[config.mk]
export PLATFORM = sky130hd
export DESIGN_NAME = vga_frame_decoder
export DESIGN_NICKNAME = d
export VERILOG_FILES = /design/src/rtl/vga_frame_decoder.sv
export SDC_FILE = /design/constraint.sdc
export NUM_CORES = 1
export LEC_CHECK = 0
export BUFFER_PORTS_ARGS = -buffer_cell sky130_fd_sc_hd__buf_2
export CAP_MARGIN = 20
export CORE_MARGIN = 5
export CORE_UTILIZATION = 40
export DETAILED_ROUTE_END_ITERATION = 10
export GPL_ROUTABILITY_DRIVEN = 0
export PLACE_DENSITY_LB_ADDON = 0.2
export SYNTH_ARGS = -nofsm -noshare
export SYNTH_HDL_FRONTEND = slang
export SYNTH_SLANG_ARGS = --single-unit
[constraint.sdc]
create_clock -name clk_i -period 5.87 [get_ports clk_i]
set_clock_uncertainty 0.2 [all_clocks]
set_input_delay 0.587 -clock clk_i [delete_from_list [all_inputs] [get_ports clk_i]]
set_output_delay 0.587 -clock clk_i [all_outputs]
set_load 0.05 [all_outputs]
[src/rtl/vga_frame_decoder.sv]
// Sink-side VGA stream decoder: rebuilds the raster position from sampled syncs, checks line
// and frame lengths against the configured timing, and reports the lit-pixel bounding box.
module vga_frame_decoder #(
   parameter int unsigned HActive = 800,
   parameter int unsigned HFp     = 56,
   parameter int unsigned HSync   = 120,
   parameter int unsigned HBp     = 64,
   parameter int unsigned VActive = 600,
   parameter int unsigned VFp     = 37,
   parameter int unsigned VSync   = 6,
   parameter int unsigned VBp     = 23,
   parameter bit          SyncPol = 1'b1
) (
   input  logic        clk_i,
   input  logic        rst_ni,
   input  logic        px_en_i,
   input  logic        hsync_i,
   input  logic        vsync_i,
   input  logic        px_i,
   output logic [10:0] x_o,
   output logic [10:0] y_o,
   output logic        active_o,
   output logic        locked_o,
   output logic        timing_err_o,
   output logic        frame_done_o,
   output logic        bbox_valid_o,
   output logic [10:0] bbox_x_min_o,
   output logic [10:0] bbox_x_max_o,
   output logic [10:0] bbox_y_min_o,
   output logic [10:0] bbox_y_max_o
);

   localparam int unsigned HTotal = HActive + HFp + HSync + HBp;
   localparam int unsigned VTotal = VActive + VFp + VSync + VBp;
   localparam logic [10:0] CntMax = 11'h7ff;
   localparam logic [10:0] HStart = 11'(HSync + HBp);
   localparam logic [10:0] HEnd   = 11'(HSync + HBp + HActive);
   localparam logic [10:0] VStart = 11'(VSync + VBp);
   localparam logic [10:0] VEnd   = 11'(VSync + VBp + VActive);
   localparam logic [10:0] HLast  = 11'(HTotal - 1);
   localparam logic [10:0] VLast  = 11'(VTotal - 1);

   typedef enum logic [1:0] {StSearch, StCheck, StLocked} state_e;

   state_e      state_q, state_d;
   logic        hs_prev_q, hs_prev_d, vs_prev_q, vs_prev_d;
   logic [10:0] hcnt_q, hcnt_d, vcnt_q, vcnt_d;
   logic        line_err_q, line_err_d, first_q, first_d;
   logic [10:0] x_q, x_d, y_q, y_d;
   logic        active_q, active_d;
   logic        timing_err_q, timing_err_d, frame_done_q, frame_done_d;
   logic [10:0] acc_x_min_q, acc_x_min_d, acc_x_max_q, acc_x_max_d;
   logic [10:0] acc_y_min_q, acc_y_min_d, acc_y_max_q, acc_y_max_d;
   logic        hit_q, hit_d;
   logic [10:0] bbox_x_min_q, bbox_x_min_d, bbox_x_max_q, bbox_x_max_d;
   logic [10:0] bbox_y_min_q, bbox_y_min_d, bbox_y_max_q, bbox_y_max_d;
   logic        bbox_valid_q, bbox_valid_d;

   logic        hs_lvl, vs_lvl, hs_edge, vs_edge, in_active;
   logic [10:0] x_new, y_new;
   logic        line_chk, sat_err, line_err_now, frame_err;

   assign hs_lvl  = (hsync_i == SyncPol);
   assign vs_lvl  = (vsync_i == SyncPol);
   assign hs_edge = px_en_i && hs_lvl && !hs_prev_q;
   assign vs_edge = px_en_i && vs_lvl && !vs_prev_q;

   always_comb begin
      hs_prev_d = hs_prev_q;
      vs_prev_d = vs_prev_q;
      hcnt_d    = hcnt_q;
      vcnt_d    = vcnt_q;
      if (px_en_i) begin
         hs_prev_d = hs_lvl;
         vs_prev_d = vs_lvl;
         if (hs_edge) begin
            hcnt_d = '0;
         end else if (hcnt_q != CntMax) begin
            hcnt_d = hcnt_q + 11'd1;
         end
         // vsync clear takes priority over the line increment
         if (vs_edge) begin
            vcnt_d = '0;
         end else if (hs_edge && (vcnt_q != CntMax)) begin
            vcnt_d = vcnt_q + 11'd1;
         end
      end
   end

   // Position of the pixel sampled this cycle
   assign in_active = (hcnt_d >= HStart) && (hcnt_d < HEnd) &&
                      (vcnt_d >= VStart) && (vcnt_d < VEnd);
   assign x_new = hcnt_d - HStart;
   assign y_new = vcnt_d - VStart;

   always_comb begin
      x_d      = x_q;
      y_d      = y_q;
      active_d = active_q;
      if (px_en_i) begin
         active_d = in_active;
         if (in_active) begin
            x_d = x_new;
            y_d = y_new;
         end
      end
   end

   assign line_chk     = hs_edge && (hcnt_q != HLast) && !((state_q == StCheck) && first_q);
   assign sat_err      = px_en_i && ((hcnt_q == CntMax) || (vcnt_q == CntMax));
   assign line_err_now = (state_q != StSearch) && (line_chk || sat_err);
   assign frame_err    = vs_edge && (vcnt_q != VLast);

   always_comb begin
      state_d      = state_q;
      line_err_d   = line_err_q;
      first_d      = first_q;
      timing_err_d = 1'b0;
      frame_done_d = 1'b0;
      if (hs_edge && (state_q == StCheck)) begin
         first_d = 1'b0;
      end
      unique case (state_q)
         StSearch: begin
            if (vs_edge) begin
               state_d    = StCheck;
               line_err_d = 1'b0;
               first_d    = 1'b1;
            end
         end
         StCheck: begin
            if (vs_edge) begin
               if (!line_err_q && !line_err_now && !frame_err) begin
                  state_d = StLocked;
               end else begin
                  line_err_d = 1'b0;
                  first_d    = 1'b1;
               end
            end else if (line_err_now) begin
               line_err_d = 1'b1;
            end
         end
         StLocked: begin
            if (line_err_now || frame_err) begin
               state_d      = StSearch;
               timing_err_d = 1'b1;
            end else if (vs_edge) begin
               frame_done_d = 1'b1;
            end
         end
         default: state_d = StSearch;
      endcase
   end

   always_comb begin
      acc_x_min_d  = acc_x_min_q;
      acc_x_max_d  = acc_x_max_q;
      acc_y_min_d  = acc_y_min_q;
      acc_y_max_d  = acc_y_max_q;
      hit_d        = hit_q;
      bbox_x_min_d = bbox_x_min_q;
      bbox_x_max_d = bbox_x_max_q;
      bbox_y_min_d = bbox_y_min_q;
      bbox_y_max_d = bbox_y_max_q;
      bbox_valid_d = bbox_valid_q;
      if (vs_edge) begin
         bbox_x_min_d = acc_x_min_q;
         bbox_x_max_d = acc_x_max_q;
         bbox_y_min_d = acc_y_min_q;
         bbox_y_max_d = acc_y_max_q;
         bbox_valid_d = hit_q;
         acc_x_min_d  = CntMax;
         acc_x_max_d  = '0;
         acc_y_min_d  = CntMax;
         acc_y_max_d  = '0;
         hit_d        = 1'b0;
      end else if (px_en_i && in_active && px_i) begin
         if (x_new < acc_x_min_q) acc_x_min_d = x_new;
         if (x_new > acc_x_max_q) acc_x_max_d = x_new;
         if (y_new < acc_y_min_q) acc_y_min_d = y_new;
         if (y_new > acc_y_max_q) acc_y_max_d = y_new;
         hit_d = 1'b1;
      end
   end

   always_ff @(posedge clk_i or negedge rst_ni) begin
      if (!rst_ni) begin
         state_q      <= StSearch;
         hs_prev_q    <= 1'b0;
         vs_prev_q    <= 1'b0;
         hcnt_q       <= '0;
         vcnt_q       <= '0;
         line_err_q   <= 1'b0;
         first_q      <= 1'b0;
         x_q          <= '0;
         y_q          <= '0;
         active_q     <= 1'b0;
         timing_err_q <= 1'b0;
         frame_done_q <= 1'b0;
         acc_x_min_q  <= CntMax;
         acc_x_max_q  <= '0;
         acc_y_min_q  <= CntMax;
         acc_y_max_q  <= '0;
         hit_q        <= 1'b0;
         bbox_x_min_q <= CntMax;
         bbox_x_max_q <= '0;
         bbox_y_min_q <= CntMax;
         bbox_y_max_q <= '0;
         bbox_valid_q <= 1'b0;
      end else begin
         state_q      <= state_d;
         hs_prev_q    <= hs_prev_d;
         vs_prev_q    <= vs_prev_d;
         hcnt_q       <= hcnt_d;
         vcnt_q       <= vcnt_d;
         line_err_q   <= line_err_d;
         first_q      <= first_d;
         x_q          <= x_d;
         y_q          <= y_d;
         active_q     <= active_d;
         timing_err_q <= timing_err_d;
         frame_done_q <= frame_done_d;
         acc_x_min_q  <= acc_x_min_d;
         acc_x_max_q  <= acc_x_max_d;
         acc_y_min_q  <= acc_y_min_d;
         acc_y_max_q  <= acc_y_max_d;
         hit_q        <= hit_d;
         bbox_x_min_q <= bbox_x_min_d;
         bbox_x_max_q <= bbox_x_max_d;
         bbox_y_min_q <= bbox_y_min_d;
         bbox_y_max_q <= bbox_y_max_d;
         bbox_valid_q <= bbox_valid_d;
      end
   end

   assign x_o          = x_q;
   assign y_o          = y_q;
   assign active_o     = active_q;
   assign locked_o     = (state_q == StLocked);
   assign timing_err_o = timing_err_q;
   assign frame_done_o = frame_done_q;
   assign bbox_valid_o = bbox_valid_q;
   assign bbox_x_min_o = bbox_x_min_q;
   assign bbox_x_max_o = bbox_x_max_q;
   assign bbox_y_min_o = bbox_y_min_q;
   assign bbox_y_max_o = bbox_y_max_q;

endmodule

## Word level (Yosys, flattened, before mapping)

Index checks and enable logic that the tools add are counted.

| cells by class | value |
|---|---|
| shift operators | 0 |
| equality and inequality tests | 14 |
| bitwise gates (word level) | 0 |
| add/sub/neg operators | 4 |
| muxes and demuxes | 40 |
| div/mod/pow operators | 0 |
| multiply operators | 0 |
| $lt $le $gt $ge | 8 |
| reductions and logical operators | 43 |

Operator list:

| cell | count |
|---|---|
| $mux W11 | 18 |
| $ne A11 B11 Y1 const B | 3 |
| $add A11 B1 Y11 const B | 2 |
| $eq A11 B11 Y1 const B | 2 |
| $gt A11 B11 Y1 | 2 |
| $lt A11 B10 Y1 const B | 2 |
| $lt A11 B11 Y1 | 2 |
| $logic_and A1 B1 Y1 | 19 |
| $mux W1 | 15 |
| $reduce_bool A2 Y1 | 7 |
| $ge A11 B5 Y1 const B | 1 |
| $ge A11 B8 Y1 const B | 1 |
| $ne A11 B10 Y1 const B | 1 |
| $sub A11 B5 Y11 const B | 1 |
| $sub A11 B8 Y11 const B | 1 |
| $reduce_and A2 Y1 | 5 |
| $mux W2 | 4 |
| $reduce_and A4 Y1 | 2 |
| $logic_not A1 Y1 | 6 |
| $ne A3 B3 Y1 const B | 2 |
| $pmux W2 S3 | 1 |
| $ne A2 B1 Y1 const B | 2 |
| $ne A2 B2 Y1 const B | 2 |
| $pmux W1 S2 | 2 |
| other kinds (4) | 6 |

| storage, ports and cells | value |
|---|---|
| memories kept | 0 |
| latch bits | 0 |
| bits in writable memories | 0 |
| output and inout port bits | 71 |
| word-level logic and storage cells | 131 |
| bits in registers | 143 |
| ROM bits | 0 |

## Depth between registers and ports, before layout

Gate-level depths: netlist of the first run.

| logic depth | value |
|---|---|
| depth in word-level cells | 13 |
| gate-level depth with buffers | 21 |
| gate-level depth less buffers | 20 |

## Worst setup path before layout of the first run

No wires, ideal clock.

| path | value |
|---|---|
| path kind | register to register |
| from | reg vcnt_q[0] |
| to | reg acc_y_max_q[4] |
| library setup time | 0.128 ns |
| cell stages (with the launch flop) | 21 |
| buffers on the path | 1 |
| slack | 1.446 ns |
| arrival time | 4.097 ns |
| cell sequence | dfrtp_1 ha_1 nand4_2 o31ai_2 xor2_1 nor2_1 inv_1 ha_1 nand2b_1 nand2_1 nor3_1 xnor2_1 inv_1 ha_1 nand3_1 or4_1 o21ai_0 a21oi_1 and3_1 buf_6 mux2_1 |

| on the way | value |
|---|---|
| elaborated cells on any way between the ends | 20 |
| classes of those cells | add/sub (2); order compare (3); eq/ne (1); mux (6); reduce/logical (8) |

RTL lines:

| what | RTL line | source |
|---|---|---|
| from (decl) | 47 | `logic [10:0] hcnt_q, hcnt_d, vcnt_q, vcnt_d;` |
| from (signal assigned) | 215 | `vcnt_q <= vcnt_d;` |
| branches (longest 4 deep; another with $add A11 B1 Y11) | - |  |
| $mux W11 * | 73 | `if (px_en_i) begin` |
| via vcnt_d[0] | 47 |  |
| $sub A11 B5 Y11 * | 94 | `assign y_new = vcnt_d - VStart;` |
| via y_new[0] | 60 | `logic [10:0] x_new, y_new;` |
| $gt A11 B11 Y1 * | 181 | `if (y_new > acc_y_max_q) acc_y_max_d = y_new;` |
| $reduce_bool A2 Y1 (no line) * | - |  |
| $reduce_and A2 Y1 (no line) * | - |  |
| to (signal assigned) | 226 | `acc_y_max_q <= acc_y_max_d;` |
| to (decl) | 53 | `logic [10:0] acc_y_min_q, acc_y_min_d, acc_y_max_q, acc_y_max_d;` |

Mark *: on every way through the listed nets, which the timed path passes. The select of a mux whose other input is x is not followed.
A chain may end at the register's enable or synchronous reset.

## Worst setup path after layout of the first run

| path | value |
|---|---|
| from | reg vcnt_q[0] |
| to | reg acc_y_max_q[4] |

| on the way | value |
|---|---|
| elaborated cells on any way between the ends | 20 |
| classes of those cells | add/sub (2); order compare (3); eq/ne (1); mux (6); reduce/logical (8) |

RTL lines:

| what | RTL line |
|---|---|
| branches (longest 4 deep; another with $add A11 B1 Y11) | - |
| $mux W11 * | 73 |
| $sub A11 B5 Y11 * | 94 |
| via y_new[8] | 60 |
| $gt A11 B11 Y1 * | 181 |
| $reduce_bool A2 Y1 (no line) * | - |
| $reduce_and A2 Y1 (no line) * | - |

Marks and branches as above.

==> results of run 1 <==
[report_power, final]
part,switching [mW],internal (mW),total [mW]
Sequential,0.0574,1.08,1.13
Combinational,0.392,0.176,0.568
Clock,0.429,0.839,1.27
Total,0.878,2.09,2.97
[metal layers]
| layer | GRT usage, % | share of wire (%) |
|---|---|---|
| met4 | 4.94 | 1.6 |
| met5 | 0 | 0 |
| met2 | 28.6 | 48 |
| met3 | 3.93 | 3.2 |
| met1 | 23.1 | 48 |
[placed cells by master, fill, tap and decap left out, types with 26 or more instances in the layout]
| master | count |
|---|---|
| nor2_1 | 72 |
| inv_1 | 69 |
| mux2_2 | 26 |
| ha_1 | 48 |
| dfstp_2 | 44 |
| o21ai_0 | 61 |
| buf_2 | 75 |
| nand2_1 | 89 |
| mux2i_1 | 36 |
| dfrtp_1 | 99 |
[path summary, 6_finish.rpt]
check | slack [ps] | startpoint | endpoint
max | 870 | vcnt_q[0] | acc_y_max_q[4]
min | 70 | rst_ni | y_o[5]
max reg2reg | 870 | vcnt_q[0] | acc_y_max_q[4]
min reg2reg | 260 | bbox_x_min_o[0] | bbox_x_min_o[0]
max in group asynchronous | 4250 | rst_ni | bbox_x_max_o[0]
min in group clk_i | 240 | hsync_i | hs_prev_q
[flip-flops by register name, summed over array words and instances, names as in the netlist, 11 cells and up]
register and count:
acc_y_min_q 11, vcnt_q 11, hcnt_q 11, y_o 11
bbox_x_max_o 11, bbox_y_min_o 11, bbox_x_min_o 11, acc_x_min_q 11
acc_y_max_q 11, x_o 11, acc_x_max_q 11, bbox_y_max_o 11
[worst max-delay path, stage by stage (launching register included)]
cell and delay (ps):
dfrtp_1 430, ha_1 260, nand4_2 230, o31ai_2 410, mux2i_1 140, or2_2 320, ha_1 240, nand2b_1 190
nand2_1 120, nor3_1 70, xnor2_1 250, inv_1 140, ha_1 310, nand3_1 90, or4_1 510, o21ai_0 80
a21oi_1 60, and3_1 420, mux2_1 390
[cell families after synthesis]
group / Yosys count / synth area share [%]
compound gates: 127 / 10.4
xor+xnor: 19 / 2.18
fa+ha+maj: 48 / 7.86
buf+inv: 102 / 5.40
flops: 143 / 47.5
mux: 72 / 10.1
simple gates: 259 / 16.5
[layout make-up]
cell class,instances,area share (%)
clock inverters,15,2.94
clock buffers,17,4.72
repair buffers,93,5.71
inverters,70,2.92
flip-flops and latches,143,40.3
multi-input cells,525,40.1
well taps,234,3.25
[synth_stat cells, types with 4 or more instances]
master    count
a21o_1        8
a21oi_1      13
and2_1        4
and3_1        7
and4_1        5
buf_2        12
clkbuf_1     17
dfrtp_1      99
dfstp_2      44
ha_1         48
inv_1        69
mux2_1        9
mux2_2       26
mux2i_1      36
nand2_1      89
nand2b_1      5
nand3_1      14
nand4_1      18
nor2_1       73
nor2b_1       6
nor3_1        9
o211ai_1      7
o21a_1        5
o21ai_0      61
o31ai_1       5
or3_1         5
or4_1         5
xnor2_1      16
[through the flow]
step                      utilization [%]  setup WS (ps)  total power [mW]  cell area, sq um
final                                48.0            865              2.97              9010
after global routing                 48.0            513              3.11              9010
after CTS                            48.0            846              3.00              9010
after detailed placement             44.3            768              1.73              8320
after global placement               44.3            862              1.72              8320
after floorplan                         -           1450              1.53              7640
==> reports/metrics.yaml, run 1 <==
dieArea_sq_um: 22000
synth-seq-cells: 143
antenna_cells: 0
cts.path.max_buffers: 2
insertion_delay_ps: 420
ant_nets: 0
yosysWarnings: 0
num_vias: 5688
yosysTopAreaCellShare_pct: 32.4
layout-area-overhead-vs-synth_pct: 17.9
grt_pass1_vias: 5772
hpwlAfterDp_mm: 13.3
final_cell_count_no_fill: 1097
register_area_sq_um: 3630
fillers: 1776
clock.fmax_mhz: 200
synth_cell_types: 67
htreeDepth: 4
multi_input_area_sq_um: 3620
hp-class: "in2async"
worstPathRequired_ps: 5970
max-vdd-ir-drop_uv: 206
arrival_ps: 5110
clkTransAtPathRegs_ps: 60
slew_headroom_pct: 41.9
synth_edf_count: 0
io_pins: 77
yosysSeqAreaShare_pct: 47.5
syn_area_per_cell_sq_um: 9.93
drt_wl_total_mm: 18.3
cts.sinks: 143
rsz0062_at_grt: "false"
fin_nets: 904
track_usage_pct: 17.4
critPathLaunchType: "flop"
placedCellCount: 1065
async_reset_ff_share_pct: 100
hold_violations: 0
tightest_slew_ps: 872
post-cts-setup-buffers: 0
fp.dieW_um: 148
rows: 50
antenna_found_initial: 0
io_buffers: 76
syn_inst: 770
grt_pass1_wl_mm: 30.6
status: "complete, no violations"
fin_hold_ws_ps: 70.6
synth_area_sq_um: 7640
path_max_fanout: 11
power-per-cell-area_nw_per_um2: 330
start_util_pct: 40.7
core_area_sq_um: 18800
dieHeight_um: 148
maxSlewViolCount: 0
drv_cap: 0
drtPass1Iterations: 6
wl_per_cell_um: 16.7
cts_root_buffer: "clkbuf_16"
grt_max_degree: 97
synth_top_cell_by_area: "dfrtp_1"
fin_crit_ps: 5000
crit_type: "reg2reg"
post-route-period-util_pct: 85.3
syn_nets: 824
vias_per_cell: 5.19
drc: 0
power.leakage_nw: 4.52
ctsHoldBuffers: 0
final_layout_size_suffix_gt1_share_pct: 24.1
r2r_cells: 18
cts.repair.resized: 0
synth_area_leaders: "dfrtp_1 32%, dfstp_2 15%, ha_1 7.9%"
cts_buffers: 17
grt.overflow.total: 0
end_kind: "flop"
synth_ff_type: "dfrtp_1"
drtIter0Drc: 260
fin_tns_setup_ps: 0
cts_tree: "done"
setup_viol: 0
(Power assumes the default switching activity.)
==> run 2, diff against run 1 <==
--- a/config.mk
+++ b/config.mk
@@ -8,7 +8,7 @@
 export BUFFER_PORTS_ARGS = -buffer_cell sky130_fd_sc_hd__buf_2
 export CAP_MARGIN = 20
 export CORE_MARGIN = 5
-export CORE_UTILIZATION = 40
+export CORE_UTILIZATION = 30
 export DETAILED_ROUTE_END_ITERATION = 10
 export GPL_ROUTABILITY_DRIVEN = 0
 export PLACE_DENSITY_LB_ADDON = 0.2
==> run 2 against run 1 <==
  * Fmax is 0.13% lower
  * First-iteration DRC count is 20% higher
  * Non-clock buffer count increased by 4
  * Flip-flop and latch count unchanged
  * Cell count increased by 9.1%
  * Register-to-register slack is essentially flat
  * Combinational power decreased by 0.7%
  * Largest cell class unchanged
  * Wire length grew 8.7%
  * Global-route usage down 3.0 points
  * Power shrank 4.9%
  * Core utilization decreased by 12 points
==> reports/metrics.yaml, run 2 (synthesized netlist as in run 1, its figures left out) <==
core_area_sq_um: 25100  # +34%
crit_type: "reg2reg"
placedCellCount: 1165  # +9.4%
critPathLaunchType: "flop"
layout-area-overhead-vs-synth_pct: 18.7
ant_nets: 0  # unchanged
fin_nets: 908  # +0.44%
io_buffers: 76  # unchanged
cts.path.max_buffers: 2  # unchanged
antenna_cells: 0  # unchanged
hold_violations: 0  # unchanged
grt.overflow.total: 0  # unchanged
worstPathRequired_ps: 5960  # about the same
arrival_ps: 5110  # about the same
clkTransAtPathRegs_ps: 60  # about the same
num_vias: 5729  # +0.72%
grt_max_degree: 102  # +5.2%
grt_pass1_wl_mm: 32.9  # +7.5%
clock.fmax_mhz: 200  # -0.13%
setup_slack_ps: 859  # -6.48 ps
vias_per_cell: 4.79  # -7.7%
hp-class: "in2async"
cts_buffers: 17  # unchanged
slew_headroom_pct: 34.5  # -7.3 points
setup_viol: 0  # unchanged
htreeDepth: 4  # unchanged
drc: 0  # unchanged
post-route-period-util_pct: 85.4  # +0.11 points
final_cell_count_no_fill: 1197  # +9.1%
wl_per_cell_um: 16.6  # -0.36%
pre_cts_slack_ps: 675  # -93.6 ps
drt_wl_total_mm: 19.9  # +8.7%
dieArea_sq_um: 28800  # +31%
rows: 58  # +16%
power-per-cell-area_nw_per_um2: 311  # -5.5%
post-cts-setup-buffers: 0  # unchanged
track_usage_pct: 14.4  # -3.0 points
grt_pass1_vias: 5983  # +3.7%
cts_tree: "done"
cts.sinks: 143  # unchanged
drtPass1Iterations: 7  # +1
path_max_fanout: 11  # unchanged
power.leakage_nw: 4.50  # -0.33%
dieHeight_um: 170  # +14%
tightest_slew_ps: 982  # +110 ps
fin_crit_ps: 5010  # +6.48 ps
drv_cap: 0  # unchanged
max-vdd-ir-drop_uv: 164  # -20%
hpwlAfterDp_mm: 14.5  # +8.6%
cts_root_buffer: "clkbuf_16"
final_layout_size_suffix_gt1_share_pct: 24.2  # +0.12 points
cts.repair.resized: 0  # unchanged
end_kind: "flop"
fp.dieW_um: 170  # +14%
fin_tns_setup_ps: 0  # unchanged
final_cell_mix: "99 x dfrtp_1, 89 x nand2_1, 75 x buf_2, 72 x nor2_1, 69 x inv_1"
layout_commonest_cell: "dfrtp_1"
start_util_pct: 30.4  # -10 points
rsz0062_at_grt: "false"
drtIter0Drc: 313  # +20%
maxSlewViolCount: 0  # unchanged
fin_hold_ws_ps: 66.9  # -3.72 ps
ctsHoldBuffers: 0  # unchanged
insertion_delay_ps: 420  # about the same
antenna_found_initial: 0  # unchanged
io_pins: 77  # unchanged
status: "complete, no violations"
p_total_mw: 2.83  # -4.9%
## run 2: changes by cell type in the layout (fill, tap and decap cells not counted), sizes merged
cell      before  now
clkinvlp       2    0
buf           93   97
clkbuf        17   22
clkinv         5    7
bufinv         7    3
inv           71   70
## run 2: worst paths after layout
check / from / slack, ps / endpoint / cells past startpoint
worst min-delay path: rst_ni / 70 / frame_done_o / 1
worst min register to register: bbox_y_max_o[9] / 270 / bbox_y_max_o[9] / 2
worst max register to register: vcnt_q[0] / 860 / acc_y_max_q[4] / 18
worst max-delay path: vcnt_q[0] / 860 / acc_y_max_q[4] / 18
min in group clk_i: hsync_i / 250 / hs_prev_q / 2
max in group asynchronous: rst_ni / 4170 / vcnt_q[8] / 2
## run 2: worst max-delay path, cell delays in order, from the launching register on
cell	delay, ps
dfrtp_1	450
ha_1	250
nand4_2	250
o31ai_2	410
mux2i_1	140
or2_2	320
ha_1	240
nand2b_1	170
nand2_1	120
nor3_1	70
xnor2_1	230
inv_1	130
ha_1	310
nand3_1	100
or4_1	510
o21ai_0	90
a21oi_1	60
and3_1	430
mux2_1	410
## run 2: cell type report
type	instances	area, sq um
fill	2599	16000
multi-input combinational	525	3620
sequential	143	3630
inverter	70	263
timing repair buffer	97	544
clock inverter	10	136
tap	330	413
clock buffer	22	464
## run 2: layer usage
metal	up-vias	wire length [um]	track usage (%)
met4	0	274	3.08
met1	2770	9550	19.5
met2	110	9300	23.4
li1	2828	-	-
met5	-	0	0
met3	21	753	3.35
## run 2: through the flow
stage	utilization, %	area (sq um)
after global placement	33.7	8470
after floorplan	-	7640
after CTS	36.1	9070
after global routing	36.1	9070
final	36.1	9070
after detailed placement	33.7	8470
## run 2: where the power goes
part           internal (mW)  switching [mW]
logic                  0.177           0.387
registers               1.08          0.0600
clock network          0.691           0.434
